<file path="src/rtl/fetch_sequencer.sv">
// Instruction fetch sequencer: FETCH issues imem_req until imem_ready, HOLD presents the word until stall drops.
// Two cycles per instruction minimum; redirect wins over everything. FETCH_ALIGN_CHECK_EN traps misaligned redirects.
module fetch_sequencer #(
    parameter logic [31:0] RESET_PC = 32'h0000_0000,
    parameter int          CNT_W    = 16
) (
    input  logic             i_clk,
    input  logic             i_rst,
    output logic             o_imem_req,
    output logic [31:0]      o_imem_addr,
    input  logic             i_imem_ready,
    input  logic [31:0]      i_imem_rdata,
    input  logic             i_redirect_valid,
    input  logic [31:0]      i_redirect_pc,
    input  logic             i_stall,
    output logic             o_inst_valid,
    output logic [31:0]      o_inst,
    output logic [31:0]      o_inst_pc,
    output logic [CNT_W-1:0] o_inst_count,
    output logic             o_fault
);

    typedef enum logic [1:0] {S_IDLE, S_FETCH, S_HOLD, S_FAULT} state_t;

    state_t             r_state;
    state_t             w_next;
    logic [31:0]        r_pc;
    logic [31:0]        r_inst;
    logic [31:0]        r_inst_pc;
    logic [CNT_W-1:0]   r_count;
    logic [31:0]        w_redir_pc;
    logic               w_misaligned;
    logic               w_redirect;
    logic               w_fetch_done;
    logic               w_consume;

`ifdef FETCH_ALIGN_CHECK_EN
    assign w_redir_pc   = i_redirect_pc;
    assign w_misaligned = (i_redirect_pc[1:0] != 2'b00);
`else
    assign w_redir_pc   = i_redirect_pc & 32'hFFFF_FFFC;
    assign w_misaligned = 1'b0;
`endif

    // FAULT is sticky: redirects there are ignored until reset
    assign w_redirect   = i_redirect_valid && (r_state != S_FAULT);
    assign w_fetch_done = (r_state == S_FETCH) && i_imem_ready && !i_redirect_valid;
    assign w_consume    = (r_state == S_HOLD) && !i_stall && !i_redirect_valid;

    always_ff @(posedge i_clk) begin
        if (i_rst) begin
            r_state <= S_IDLE;
        end else begin
            r_state <= w_next;
        end
    end

    always_comb begin
        w_next = r_state;
        if (w_redirect) begin
            w_next = w_misaligned ? S_FAULT : S_FETCH;
        end else begin
            case (r_state)
                S_IDLE:  w_next = S_FETCH;
                S_FETCH: if (i_imem_ready) w_next = S_HOLD;
                S_HOLD:  if (!i_stall) w_next = S_FETCH;
                S_FAULT: w_next = S_FAULT;
                default: w_next = S_IDLE;
            endcase
        end
    end

    always_comb begin
        o_imem_req   = (r_state == S_FETCH);
        o_inst_valid = (r_state == S_HOLD);
        o_fault      = 1'b0;
`ifdef FETCH_ALIGN_CHECK_EN
        o_fault      = (r_state == S_FAULT);
`endif
    end

    always_ff @(posedge i_clk) begin
        if (i_rst) begin
            r_pc      <= RESET_PC;
            r_inst    <= 32'h0;
            r_inst_pc <= 32'h0;
            r_count   <= '0;
        end else begin
            if (w_redirect && !w_misaligned) begin
                r_pc <= w_redir_pc;
            end else if (w_fetch_done) begin
                r_inst    <= i_imem_rdata;
                r_inst_pc <= r_pc;
                r_pc      <= r_pc + 32'd4;
            end
            if (w_consume && (r_count != {CNT_W{1'b1}})) begin
                r_count <= r_count + 1'b1;
            end
        end
    end

    assign o_imem_addr  = r_pc;
    assign o_inst       = r_inst;
    assign o_inst_pc    = r_inst_pc;
    assign o_inst_count = r_count;

endmodule

</file>
<file path="config.mk">
export PLATFORM = sky130hd
export DESIGN_NAME = fetch_sequencer
export DESIGN_NICKNAME = d
export VERILOG_FILES = /design/src/rtl/fetch_sequencer.sv
export SDC_FILE = /design/constraint.sdc
export NUM_CORES = 1
export LEC_CHECK = 0
export ABC_AREA = 0
export CORE_MARGIN = 2
export CORE_UTILIZATION = 32
export CTS_BUF_LIST = sky130_fd_sc_hd__clkbuf_8 sky130_fd_sc_hd__clkbuf_16
export DETAILED_ROUTE_END_ITERATION = 16
export MAX_ROUTING_LAYER = met4
export RECOVER_POWER = 100
export SLEW_MARGIN = 20
export SYNTH_ARGS = -nofsm -noshare
export SYNTH_HDL_FRONTEND = slang
export SYNTH_SLANG_ARGS = --single-unit
</file>
<file path="constraint.sdc">
create_clock -name i_clk -period 3.15 [get_ports i_clk]
set_input_delay 0.315 -clock i_clk [delete_from_list [all_inputs] [get_ports i_clk]]
set_output_delay 0.315 -clock i_clk [all_outputs]
set_load 0.03 [all_outputs]
</file>
==> results.tsv <==
stage	metric	value	unit
cts	cts_tree	yes	
cts	post-cts-setup-buffers	0	
floorplan	ios	184	
yosys	synth_area_leaders	dfxtp_1 (43%), nand2_1 (11%), a21oi_1 (8.1%)	
placed_design	place_congestion	0.8399	
worst_hold_path	holdPathEnd	o_inst[26]	
cts	htreeDepth	3	
detailed_routing	dr.pass1.iters	4	
sta	setup_tns	0	ns
floorplan	fp.dieW	129.9	µm
cts	clkSlewWorstSetupHoldPaths	0.07	ns
flow_run	maxCapViolCount	0	
grt	antenna_found_initial	0	
setup_path	rr_worst_depth	4	
placed_design	port_buffers	176	
cts	cts_buffer_depth	2	
setup_path	worstSetupPathType	primary input to register	
yosys	synth-seq-cells	110	
yosys	syn_inst	635	
power_and_ir_drop	total_leakage_power	0.002685	µW
yosys	synth-main-ff-cell	dfxtp_1	
sta	finalMaxSlewViolations	0	
sta	setup_slack	0.4223	ns
setup_path	r2r_end	o_inst_count[15]	
cts	clock-root-buffer	clkbuf_16	
setup_path	path_cells	clkdlybuf4s50_1, clkbuf_1, nor4b_1, nand2_1, nor4b_1, mux2_2	
detailed_routing	vias	5253	
cts	clk_latency	0.35	ns
yosys	yosys.cell_types.count	56	
yosys	netlist.area_leader.share	43.38	%
floorplan	initial_core_util	32.31	%
setup_path	cp-end-kind	register	
placed_design	hpwl	11290	µm
sta	min_period	2.728	ns
worst_hold_path	holdPathStages	2	
cts	cts.sinks	110	
run_status	outcome	finished, final reports clean	
yosys	synthArstFlopShare	0	%
power_and_ir_drop	vdd_drop_max	256.1	µV
floorplan	rows	46	
setup_path	critical-path-top-delay-family	simple AND/OR/NAND/NOR gates	
layout	insertedDiodeCount	0	
layout	fin_util	45.92	%
sta	fin_skew	0.008032	ns
layout	drive_gt1_share	4.828	%
setup_path	path_buf_inv	2	
detailed_routing	vias_per_cell	5.237	
power_and_ir_drop	power	3146	µW
floorplan	core_area	15710	µm²
yosys	synth_commonest_cells	nand2_1 (148), dfxtp_1 (110), a21oi_1 (82)	
detailed_routing	routed_wl	16260	µm
cts	post_cts_resized	0	
power_and_ir_drop	power_density	436.0	nW/µm²
setup_path	arrival	2.97	ns
grt	grt_use_total	19.78	%
grt	first_global_vias	4956	
layout	nets	853	
placed_design	place_ws	0.5242	ns
yosys	ys_seq_area_share	43.38	%
sta	worstMarginPinSlew	1.106	ns
sta	relSlewSlack	25.26	%
yosys	syn_area_per_cell	7.994	µm²
yosys	synth-warning-count	0	
detailed_routing	drt_iter0_drc	311	
setup_path	critPathSlowestCell	nor4b_1	
setup_path	worstReg2RegStart	r_state[1]	
setup_path	cpPeakStageDelay	0.96	ns
sta	setup_viol	0	
yosys	synth-edff-count	0	
detailed_routing	ant_nets	0	
grt	grt_pass1_wl	25500	µm
worst_hold_path	hp-class	register to register	
floorplan	fp.dieH	129.9	µm
cts	cts_hold_buf	0	
setup_path	critical_path_required	3.40	ns
sta	hold-worst-slack	0.4517	ns
sta	fmax	366.6	MHz
layout	area_delta_synth_final	42.15	%
cts	cts_made_buffers	9	
setup_path	reg2reg_slack	0.54	ns
yosys	yosysMostFrequentCell	nand2_1	
grt	grt_overflow	0	
sta	min_period_over_period	86.59	%
floorplan	dieArea	16890	µm²
setup_path	cpMostUsedCell	nor4b_1	
detailed_routing	wl_per_cell	16.21	µm
yosys	mappedNetlistArea	5076	µm²
worst_hold_path	min_from	o_inst[26]	
grt	grt_max_degree	74	
detailed_routing	drc	0	
sta	rsz0062_at_grt	false	
setup_path	start_kind	primary input	
setup_path	crit_fanout	7	
yosys	synth_top_area_cell	dfxtp_1	
sta	hold_viol_final	0	
[state kept, by name, summed over array words and instances (netlist names)]
signal / count
r_state: 2
o_inst: 32
o_inst_count: 16
o_imem_addr: 30
o_inst_pc: 30
[where the power goes]
group          switching (µW)  internal, µW  total (µW)
registers                70.6          1440        1510
logic                     248           185         433
clock network             525           679        1200
[how the worst max path moves through the flow]
| stage | slack (ns) | from | to | cells past startpoint |
|---|---|---|---|---|
| after floorplan | 1.05 | o_imem_addr[3] | o_imem_addr[28] | 5 |
| after global placement | 0.59 | i_imem_ready | o_imem_addr[16] | 5 |
| after detailed placement | 0.52 | i_imem_ready | o_imem_addr[16] | 5 |
| after CTS | 0.72 | o_imem_addr[2] | o_imem_addr[16] | 5 |
| after global routing | 0.28 | i_redirect_valid | o_inst_count[11] | 6 |
| final | 0.42 | i_redirect_valid | o_inst_count[15] | 6 |
[cells in the final DEF (no fill, tap or decap), types with 8 or more instances in the layout]
cell | netlist | final
inv_1 | 6 | 8
nor2b_1 | 14 | 14
o31ai_1 | 11 | 11
nor2_1 | 27 | 27
or3_1 | 8 | 8
nand4_1 | 18 | 18
dlygate4sd3_1 | 0 | 110
a31oi_1 | 13 | 13
clkdlybuf4s50_1 | 0 | 65
o21ai_0 | 15 | 15
nand2_1 | 148 | 148
or4_1 | 15 | 16
dfxtp_1 | 110 | 110
a21oi_1 | 82 | 82
nand3_1 | 20 | 20
mux2_2 | 11 | 10
clkbuf_16 | 0 | 9
[tightest hold or removal path, stage by stage (launching register included)]
cell	delay, ns
dfxtp_1	0.31
nand2_1	0.05
a21oi_1	0.05
[area by class of cell]
class	instances	area, µm²
inverter	6	22.52
timing repair buffer	185	1810
clock buffer	12	266.5
clock inverter	4	46.29
multi-input combinational	470	2597
sequential	110	2202
fill	1557	8497
tap	216	270.3
[stage by stage]
step                cell area, µm²  instances
detailed placement            6958        987
global placement              6958        987
finish                        7216       1003
CTS                           7271       1003
global route                  7216       1003
floorplan                     5091        639
[kinds of logic (layout without fill, tap and decap cells)]
group | count (synthesis) | after routing | share of synthesized area [%]
buffers and inverters | 59 | 207 | 5.053
muxes | 12 | 12 | 2.637
adders and majority gates | 2 | 2 | 0.4929
and+or+nand+nor | 290 | 290 | 28.89
AOI/OAI and AO/OA | 160 | 160 | 19.30
other | 1 | 5 | 0.07388
DFF | 110 | 110 | 43.38
xor gates and xnor gates | 1 | 1 | 0.1726
[per-layer routing]
layer	part of all wire, %	vias up	wire length, µm	global-route usage [%]
met1	44	2511	7202	24.99
met2	49	155	7890	31.84
met3	5.2	20	847	3.608
met4	1.9	0	315	6.894
met5	0	-	0	-
li1	-	2567	-	-
Power figures use the tool's default switching activity.
